--- config.mk ---
export PLATFORM = sky130hd
export DESIGN_NAME = div_issue_ctrl
export DESIGN_NICKNAME = d
export VERILOG_FILES = /design/src/rtl/div_issue_ctrl.sv
export SDC_FILE = /design/constraint.sdc
export NUM_CORES = 1
export LEC_CHECK = 0
export CAP_MARGIN = 10
export CORE_ASPECT_RATIO = 0.75
export CORE_MARGIN = 3
export CORE_UTILIZATION = 41
export DETAILED_ROUTE_END_ITERATION = 10
export PLACE_DENSITY = 0.87
export SLEW_MARGIN = 10
export SYNTH_ARGS = -nofsm -noshare
export SYNTH_HDL_FRONTEND = slang
export SYNTH_SLANG_ARGS = --single-unit
--- constraint.sdc ---
create_clock -name clk -period 3.4 [get_ports clk]
set_input_delay 0.68 -clock clk [delete_from_list [all_inputs] [get_ports clk]]
set_output_delay 0.68 -clock clk [all_outputs]
set_load 0.005 [all_outputs]
--- src/rtl/div_issue_ctrl.sv ---
// Issue controller for the signed (IP 0) and unsigned (IP 1) AXI-stream dividers.
// One divide in flight; each operand beat is sent exactly once, even across a flush.
module div_issue_ctrl #(
    parameter int DW     = 32,
    parameter int TO_CYC = 64
) (
    input  logic            clk,
    input  logic            reset,
    input  logic            req_valid,
    output logic            req_ready,
    input  logic [1:0]      req_op,
    input  logic [DW-1:0]   req_src1,
    input  logic [DW-1:0]   req_src2,
    input  logic            flush,
    output logic            res_valid,
    input  logic            res_ready,
    output logic [DW-1:0]   res_data,
    output logic            busy,
    output logic            err,
    output logic [DW-1:0]   dvd_tdata,
    output logic [1:0]      dvd_tvalid,
    input  logic [1:0]      dvd_tready,
    output logic [DW-1:0]   dvs_tdata,
    output logic [1:0]      dvs_tvalid,
    input  logic [1:0]      dvs_tready,
    input  logic [1:0]      dout_tvalid,
    input  logic [4*DW-1:0] dout_tdata
);

    localparam logic [2:0] S_IDLE  = 3'd0;
    localparam logic [2:0] S_ISSUE = 3'd1;
    localparam logic [2:0] S_WAIT  = 3'd2;
    localparam logic [2:0] S_DONE  = 3'd3;
    localparam logic [2:0] S_DRAIN = 3'd4;

    localparam int             WDW    = $clog2(TO_CYC + 1);
    localparam logic [WDW-1:0] TO_LIM = WDW'(TO_CYC);

    logic [2:0]     state_q, state_d;
    logic [1:0]     op_q, op_d;
    logic [DW-1:0]  src1_q, src1_d;
    logic [DW-1:0]  src2_q, src2_d;
    logic           dvdSent_q, dvdSent_d;
    logic           dvsSent_q, dvsSent_d;
    logic           flushPend_q, flushPend_d;
    logic [DW-1:0]  resData_q, resData_d;
    logic [WDW-1:0] wd_q, wd_d;

    logic            sel;
    logic            dvdFire, dvsFire, dvdDone, dvsDone, pendNext;
    logic            doutHit, waiting, timeout;
    logic [2*DW-1:0] ipResult;
    logic [DW-1:0]   picked;

    assign sel      = op_q[1];
    assign dvdFire  = (state_q == S_ISSUE) && !dvdSent_q && dvd_tready[sel];
    assign dvsFire  = (state_q == S_ISSUE) && !dvsSent_q && dvs_tready[sel];
    assign dvdDone  = dvdSent_q | dvdFire;
    assign dvsDone  = dvsSent_q | dvsFire;
    assign pendNext = flushPend_q | flush;
    assign doutHit  = dout_tvalid[sel];
    assign waiting  = (state_q == S_WAIT) || (state_q == S_DRAIN);
    assign timeout  = waiting && (wd_q == TO_LIM);
    assign ipResult = sel ? dout_tdata[4*DW-1:2*DW] : dout_tdata[2*DW-1:0];
    assign picked   = op_q[0] ? ipResult[DW-1:0] : ipResult[2*DW-1:DW];

    always_comb begin
        state_d     = state_q;
        op_d        = op_q;
        src1_d      = src1_q;
        src2_d      = src2_q;
        dvdSent_d   = dvdSent_q;
        dvsSent_d   = dvsSent_q;
        flushPend_d = flushPend_q;
        resData_d   = resData_q;
        case (state_q)
            S_IDLE: begin
                if (req_valid && !flush) begin
                    op_d    = req_op;
                    src1_d  = req_src1;
                    src2_d  = req_src2;
                    state_d = S_ISSUE;
                end
            end
            // A flush after any beat has gone out must still finish the pair.
            S_ISSUE: begin
                dvdSent_d = dvdDone;
                dvsSent_d = dvsDone;
                if (flush && !dvdDone && !dvsDone) begin
                    state_d = S_IDLE;
                end else begin
                    flushPend_d = pendNext;
                    if (dvdDone && dvsDone) begin
                        state_d = pendNext ? S_DRAIN : S_WAIT;
                    end
                end
            end
            S_WAIT: begin
                if (timeout) begin
                    state_d = S_IDLE;
                end else if (doutHit) begin
                    if (flush) begin
                        state_d = S_IDLE;
                    end else begin
                        resData_d = picked;
                        state_d   = S_DONE;
                    end
                end else if (flush) begin
                    state_d = S_DRAIN;
                end
            end
            S_DONE: begin
                if (flush || res_ready) begin
                    state_d = S_IDLE;
                end
            end
            S_DRAIN: begin
                if (timeout || doutHit) begin
                    state_d = S_IDLE;
                end
            end
            default: state_d = S_IDLE;
        endcase
        if (state_d == S_IDLE) begin
            dvdSent_d   = 1'b0;
            dvsSent_d   = 1'b0;
            flushPend_d = 1'b0;
        end
    end

    // Watchdog restarts on every state change and only advances in WAIT/DRAIN.
    always_comb begin
        wd_d = '0;
        if (waiting && (state_d == state_q)) begin
            wd_d = wd_q + WDW'(1);
        end
    end

    always_ff @(posedge clk) begin
        if (reset) begin
            state_q     <= S_IDLE;
            op_q        <= '0;
            src1_q      <= '0;
            src2_q      <= '0;
            dvdSent_q   <= 1'b0;
            dvsSent_q   <= 1'b0;
            flushPend_q <= 1'b0;
            resData_q   <= '0;
            wd_q        <= '0;
        end else begin
            state_q     <= state_d;
            op_q        <= op_d;
            src1_q      <= src1_d;
            src2_q      <= src2_d;
            dvdSent_q   <= dvdSent_d;
            dvsSent_q   <= dvsSent_d;
            flushPend_q <= flushPend_d;
            resData_q   <= resData_d;
            wd_q        <= wd_d;
        end
    end

    always_comb begin
        dvd_tvalid = 2'b00;
        dvs_tvalid = 2'b00;
        if (state_q == S_ISSUE) begin
            dvd_tvalid[sel] = !dvdSent_q;
            dvs_tvalid[sel] = !dvsSent_q;
        end
    end

    assign req_ready = (state_q == S_IDLE);
    assign busy      = (state_q != S_IDLE);
    assign res_valid = (state_q == S_DONE);
    assign res_data  = resData_q;
    assign err       = timeout;
    assign dvd_tdata = src1_q;
    assign dvs_tdata = src2_q;

endmodule

* Word level (Yosys, flattened, before mapping)
Index checks and enable logic that the tools add are counted.
** Word-level totals
- Register bits after elaboration :: 111
- Input port bits :: 205
- Output and inout port bits :: 104
- Logic and storage cells :: 77
** Operators by class
- Add/sub/neg operators :: 1
- Magnitude comparators :: 2
- Equality and inequality tests :: 6
- Multiplexer cells :: 23
- Bitwise gates (word level) :: 9
- Reductions and logical operators :: 27
** Operator list (number)
- $mux W64 :: 1
- $mux W32 :: 1
- $mux W3 :: 9
- $pmux W3 S5 :: 1
- $logic_and A1 B1 Y1 :: 11
- $add A7 B1 Y7 const B :: 1
- $eq A7 B7 Y1 const B :: 1
- $mux W1 :: 7
- $eq A3 B2 Y1 const B :: 2
- $logic_not A3 Y1 :: 2
- $mux W2 :: 3
- $logic_not A1 Y1 :: 5
- $and A2 B2 Y2 :: 2
- $not A1 Y1 :: 4
- $reduce_and A2 Y1 :: 2
- $reduce_and A4 Y1 :: 1
- $reduce_or A2 Y1 :: 2
- $eq A3 B1 Y1 const B :: 1
- $eq A3 B3 Y1 :: 1
- $eq A3 B3 Y1 const B :: 1
- $logic_or A1 B1 Y1 :: 3
- $or A1 B1 Y1 :: 3
- $reduce_bool A3 Y1 :: 1
- $lt A1 B2 Y1 const B :: 1
- 2 further kinds :: 2

* Logic depth before layout (Yosys ltp)
Gate-level depths: netlist of the first run.
- Depth in word-level cells :: 13
- Gate-level depth with buffers :: 9
- Gate-level depth less buffers :: 7

* Worst setup path before layout of the first run
Ideal clock, no wire load.
- Path kind :: register -> output
- Start :: reg wd_q[0]
- End :: out err
- Arrival time :: 1421 ps
- Data required time :: 2720 ps
- Setup slack :: 1299 ps
- Cell stages (with the launch flop) :: 6
- Cell sequence :: dfxtp_1 inv_1 ha_1 or4b_4 or2_1 a211oi_1
** Between the ends
- Word-level cells in the longest chain between the ends :: 2
** RTL lines
- start, declared :: RTL line 47 : logic [WDW-1:0] wd_q, wd_d;
- start signal, assigned :: RTL line 159 : wd_q <= wd_d;
- $eq A7 B7 Y1 :: RTL line 63 : assign timeout = waiting && (wd_q == TO_LIM);
- $logic_and A1 B1 Y1 :: RTL line 63
- end, declared :: RTL line 19 : output logic err,
Every way passes these cells.

* Worst setup path in the final report of the first run
- Start :: reg wd_q[1]
- End :: out err
The elaborated chain is that of the path after synthesis.

==> results of run 1 <==
==> cell type report <==
type                            count  area (um^2)
Timing Repair Buffer              316         3153
Fill cell                         886         3367
Inverter                            6        22.52
Tap cell                          162        202.7
Multi-Input combinational cell    409         2710
Sequential cell                   111         2223
Clock inverter                      6        92.59
Clock buffer                        9        225.2
==> worst paths after layout <==
path / startpoint / end / slack (ns) / depth (start not counted)
setup / recovery: wd_q[1] / err / 0.32 / 6
hold / removal: dvd_tdata[28] / dvd_tdata[28] / 0.46 / 2
setup reg to reg: wd_q[1] / res_data[21] / 1.19 / 7
hold reg to reg: dvd_tdata[28] / dvd_tdata[28] / 0.46 / 2
==> cell families after synthesis <==
kind of cell | Yosys count
mux | 36
flops | 111
buf+inv | 50
compound gates | 121
simple gates | 244
fa+ha+maj | 2
xor+xnor | 6
==> worst max-delay path, cell delays in order, from the launching register on <==
cell and delay (ns):
dfxtp_1 0.35, inv_1 0.08, ha_1 0.14, or4b_4 0.50
or2_1 0.25, a211oi_1 0.18, clkdlybuf4s50_1 0.56
==> where the power goes <==
part	switching, mW	leakage (nW)	internal [mW]
logic	0.208	1.85	0.380
clock network	0.474	0.149	0.647
registers	0.0282	0.902	1.34
total	0.711	2.90	2.37
==> state kept, by name, indices dropped and copies added (netlist names) <==
register,cells
dvdSent_q,1
dvd_tdata,32
dvsSent_q,1
dvs_tdata,32
flushPend_q,1
op_q,2
res_data,32
state_q,3
wd_q,7
==> layer usage <==
layer,vias to the layer above,track usage,part of all wire,wire length [um]
li1,2512,-,-,-
met1,2480,0.2630,0.36,6444
met2,214,0.4452,0.52,9279
met3,45,0.07703,0.090,1615
met4,0,0.08417,0.033,595
met5,-,0,0,0
==> through the flow <==
stage | instance area [um^2] | hold slack (ns) | instances
floorplan | 5197 | 0.4414 | 570
global placement | 8312 | 0.4406 | 1004
detailed placement | 8312 | 0.4481 | 1004
CTS | 8630 | 0.4571 | 1019
global route | 8630 | 0.4787 | 1019
finish | 8630 | 0.4550 | 1019
==> cell usage in the layout (no fill, tap or decap), drive strengths merged, types with 8 or more instances in the layout <==
cell / count
a21oi: 104
buf: 9
clkbuf: 9
clkdlybuf4s50: 307
dfxtp: 111
inv: 8
mux4: 32
nand2: 199
nor2: 14
==> impl_results.md, run 1 <==
* Gr ovfl total at 0
* Post-CTS Setup Bufs at 0
* Synth cell count leaders: 169 x nand2_1, 111 x dfxtp_1, 74 x a21oi_1, 32 x mux4_2
* Synth Net Count at 777
* WP data required at 2.72 ns
* Crit path DAT at 2.40 ns
* DR WL/cell at 17.60 um
* Final Hold Vio Count at 0
* Sequential element share of the synthesized area at 0.4275
* EDFF count, synth at 0
* Post-Synth XOR/XNOR Area at 0.01011
* First DRT Iteration DRCs at 303
* Status: complete, no violations
* Total clock buffers created by CTS at 9
* GRT Overall Usage at 0.2439
* Number of global-route vias before repair at 5279
* Final setup skew at 0.005946 ns
* Post-CTS Hold Fix Bufs at 0
* Clock Path Buffers at 2
* Clock sink count at 111
* Ys Warns at 0
* Final slew viol count at 0
* Setup_tns at 0 ns
* Pin count of the biggest net entering global routing at 40
* Final setup violation count at 0
* Share of cells above drive strength 1 at 0.1529
* Post-Route WL at 17930 um
* Pwr dens at 357.0 nW/um^2
* Fin util at 0.7193
* Actual slew at the worst max-slew pin at 0.6801 ns
* Largest family of logic cells by synthesized area: simple AND/OR/NAND/NOR gates
* Critical Path End Type: output port
* Rows at 34
* Top-count cell post-synth: nand2_1
* Routed Antenna Nets at 0
* Clk root buf: clkbuf_16
* Post-synthesis mux area share at 0.1471
* Main flop type after synthesis: dfxtp_1
* Min-Delay Path Class: register to register
* Synth cell types at 46
* FFs w/ async S/R, synth at 0
* Relative slew slack at 0.5461
* P&R area growth vs syn at 66.03%
* Netlist Area Pre-Place at 5197 um^2
* #FFs+latches synth at 111
* Via count at 5251
* DRC viols at 0
* Adder-Cell Fraction of Synth Area at 0.004815
* CP max FO at 5
* Maximum clock rate at 0.3245 GHz
* Antenna Cells at 0
* Cts repair resizes at 0
* Top area cells in the synthesized netlist: dfxtp_1 43%, mux4_2 14%, nand2_1 12%
* Slack of the critical path at 0.3186 ns
* Startpoint types: register
* DRT Pass-1 Iters at 4
* Routed vias/inst at 5.153
* Post-synth top area cell: dfxtp_1
* Simple-gate area share of the yosys netlist at 0.2078
* First-pass GRT wire length at 27460 um
* Ports at 309
* Starting Density at 0.4332
* Initial antenna violation count at 0
* Core ar. at 12000 um^2
* Worst-path clk slew at 0.07 ns
* Tcrit/Tclk final at 0.9063
* Die area at 14080 um^2
* Synth Area per Inst at 9.118 um^2
* Clk_lat worst skew at 0.34 ns
* Mapped Cells at 570
* Buffers on Ports at 308
* Leak at 2.901 nW
* Tmin final at 3.081 ns
* Tot Pwr at 3.081 mW
* HPWL after detailed placement at 14100 um
* H-tree Lvls at 3
* WS Path Type: register to output port
* RSZ-0062 raised after global routing: no
* GP Congestion at 0.8350
* CTS tree: built
* Post-synthesis compound-gate area fraction at 0.1505
* Max IR drop VDD at 0.0002713 V
* Setup WS pre-CTS at 0.6955 ns
* Die Y at 103.5 um
* Die W at 136.0 um
* Max-Cap Viols at 0
* Area fraction of the dominant cell type after synthesis at 0.4275
* Layout net count at 1060
(Power assumes the default switching activity.)
==> run 2, diff against run 1 <==
- CORE_MARGIN: 3 -> 5
- SLEW_MARGIN: 10 -> 0
==> run 2 against run 1 <==
  * Total power down 4.1%
  * Cell count up 0.29%
  * Sequential power about the same
  * Register-to-register slack better by 0.11 ns
  * Final area down 0.35%
  * Non-clock buffer count down 1
  * Clock skew about the same
  * Via count down 2.6%
  * Sequential share of layout area up 0.090 points
  * Utilization down 2.3 points
  * Flip-flop and latch count unchanged
  * Critical path type unchanged
  * Largest cell class unchanged
  * Highest routed layer unchanged
==> impl_results.md, run 2 (synthesis gave the netlist of run 1 again) <==
* Routed Antenna Nets at 0 (unchanged)
* Pwr dens at 343.6 nW/um^2 (-3.8%)
* R2R setup slack at 1.30 ns (+0.11 ns)
* CP peak stage delay at 0.57 ns (about the same)
* Clk root buf: clkbuf_16
* Final setup violation count at 0 (unchanged)
* Switching Share at 0.2459 (+0.01518)
* Actual slew at the worst max-slew pin at 0.8206 ns (+0.1405 ns)
* Max IR drop VDD at 0.0002283 V (-16%)
* Leak at 2.881 nW (-0.67%)
* RSZ-0062 raised after global routing: no
* Die area at 15050 um^2 (+6.9%)
* Total clock buffers created by CTS at 9 (unchanged)
* Max-Cap Viols at 0 (unchanged)
* GRT Overall Usage at 0.2281 (-0.01574)
* Area of the multi-input gates at 2710 um^2 (unchanged)
* Hold Crit Start: dvs_tdata[8]
* Clock Path Buffers at 2 (unchanged)
* Tcrit/Tclk final at 0.9008 (-0.005523)
* Combinational power share at 0.199 (+0.008)
* H-tree Lvls at 3 (unchanged)
* Crit-path cells: inv_1 > ha_1 > or4b_4 > or2_1 > a211oi_1 > clkdlybuf4s50_1
* Buffers on Ports at 308 (unchanged)
* GP Congestion at 0.9065 (+8.6%)
* Most frequent cells in the layout: 307 x clkdlybuf4s50_1, 169 x nand2_1, 110 x dfxtp_1
* Rows at 35 (+2.9%)
* Post-CTS Setup Bufs at 0 (unchanged)
* Core ar. at 12350 um^2 (+2.9%)
* Crit path DAT at 2.38 ns (-0.02 ns)
* Reg2reg start: op_q[1]
* Hold path cells at 2 (unchanged)
* DRT Pass-1 Iters at 4 (unchanged)
* Flop pwr share at 0.464 (+0.019)
* Seq. cell area at 2223 um^2 (unchanged)
* CTS tree: built
* Layout net count at 1059 (-0.094%)
* DR WL/cell at 17.45 um (-0.82%)
* Critical Path End Type: output port
* Startpoint types: register
* WS Path Type: register to output port
* Most common cell after layout, fill and taps aside: clkdlybuf4s50_1
* Clk_lat worst skew at 0.35 ns (about the same)
* Pin count of the biggest net entering global routing at 70 (+75%)
* Clock power frac at 0.338 (-0.026)
* Initial antenna violation count at 0 (unchanged)
* Post-CTS Hold Fix Bufs at 0 (unchanged)
* Setup_tns at 0 ns (unchanged)
* Number of global-route vias before repair at 5080 (-3.8%)
* Reg2reg end: dvdSent_q
* Fillers at 953 (+7.6%)
* Worst Hold Path EP: dvs_tdata[8]
* Worst R2R Path Depth at 5 (-2)
* Slowest stage cell, crit path: clkdlybuf4s50_1
* Ports at 309 (unchanged)
* Worst-path clk slew at 0.07 ns (about the same)
* Via count at 5114 (-2.6%)
* P_sw at 0.7265 mW (+2.2%)
* WP data required at 2.72 ns (about the same)
* Min-Delay Path Class: register to register
* Die Y at 107.5 um (+3.9%)
* First DRT Iteration DRCs at 303 (unchanged)
* Tmin final at 3.063 ns (-0.01878 ns)
* Relative slew slack at 0.4530 (-0.09315)
* Clock sink count at 111 (unchanged)
* First-pass GRT wire length at 27410 um (-0.18%)
* Routed vias/inst at 5.004 (-2.9%)
* DRC viols at 0 (unchanged)
* P&R area growth vs syn at 65.46%
* Post-Route WL at 17840 um (-0.53%)
* Final slew viol count at 0 (unchanged)
* Cts repair resizes at 0 (unchanged)
* Placed cell area at 8322 um^2 (+0.12%)
* HPWL after detailed placement at 13750 um (-2.5%)
* Pint at 2.228 mW (-6.0%)
* Final setup skew at 0.006200 ns (+0.0002534 ns)
* Final Hold Vio Count at 0 (unchanged)
* Starting Density at 0.4209 (-0.01238)
* Share of cells above drive strength 1 at 0.1519 (-0.0009897)
* Crit path max-delay family: simple AND/OR/NAND/NOR gates
* Tot Pwr at 2.954 mW (-4.1%)
* Status: complete, no violations
* CP max FO at 5 (unchanged)
* Antenna Cells at 0 (unchanged)
* Die W at 140.0 um (+2.9%)
* Post-route cell area at 8600 um^2 (-0.35%)
* Maximum clock rate at 0.3265 GHz (+0.61%)
* Critical path buffer and inverter count at 2 (unchanged)
* Gr ovfl total at 0 (unchanged)
## run 2: cell types whose count changed in the layout (fill, tap and decap cells not counted)
cell	change
buf_4	-2
bufinv_16	-2
buf_12	+1
clkinv_4	+1
inv_8	+1
## run 2: cell type report
type | count | share of cell area
well taps | 166 | 0.02415
flip-flops and latches | 111 | 0.2585
clock inverters | 6 | 0.006111
inverters | 6 | 0.002619
clock buffers | 9 | 0.02619
repair buffers | 315 | 0.3672
multi-input cells | 409 | 0.3151
## run 2: stage by stage
step                cells  utilization  hold slack, ns  worst slack, ns
floorplan             570            -          0.4414            1.299
global placement     1007       0.6739          0.4408           0.7276
detailed placement   1007       0.6739          0.4453           0.6979
CTS                  1022       0.6964          0.4561           0.3057
global route         1022       0.6964          0.4735           0.2337
finish               1022       0.6964          0.4551           0.3374
## run 2: power by group through the flow
stage               sequential (mW)  clock [mW]  combinational (mW)
floorplan                      1.40           0               0.220
CTS                            1.37        1.03               0.591
global route                   1.38        1.07               0.630
detailed placement             1.40           0               0.587
global placement               1.40           0               0.580
finish                         1.37       0.998               0.587
## run 2: metal layers
layer  part of all wire  up-vias  track usage
met5                  0        -            0
met4              0.015        0      0.06017
met3              0.082       23      0.07238
met2               0.51      189       0.3960
met1               0.40     2388       0.2750
li1                   -     2514            -
## run 2: worst max-delay path by stage
stage	end	cells after the start	startpoint
after detailed placement	err	6	wd_q[0]
after global placement	err	6	wd_q[0]
after floorplan	err	5	wd_q[0]
final	err	6	wd_q[0]
after global routing	err	6	wd_q[0]
after CTS	err	6	wd_q[0]
## run 2: worst register-to-register path, stage by stage, from the launching register on
cell	delay, ns
dfxtp_2	0.68
mux2_2	0.45
nor4_1	0.33
a21oi_1	0.16
a211oi_2	0.25
nor3_1	0.09
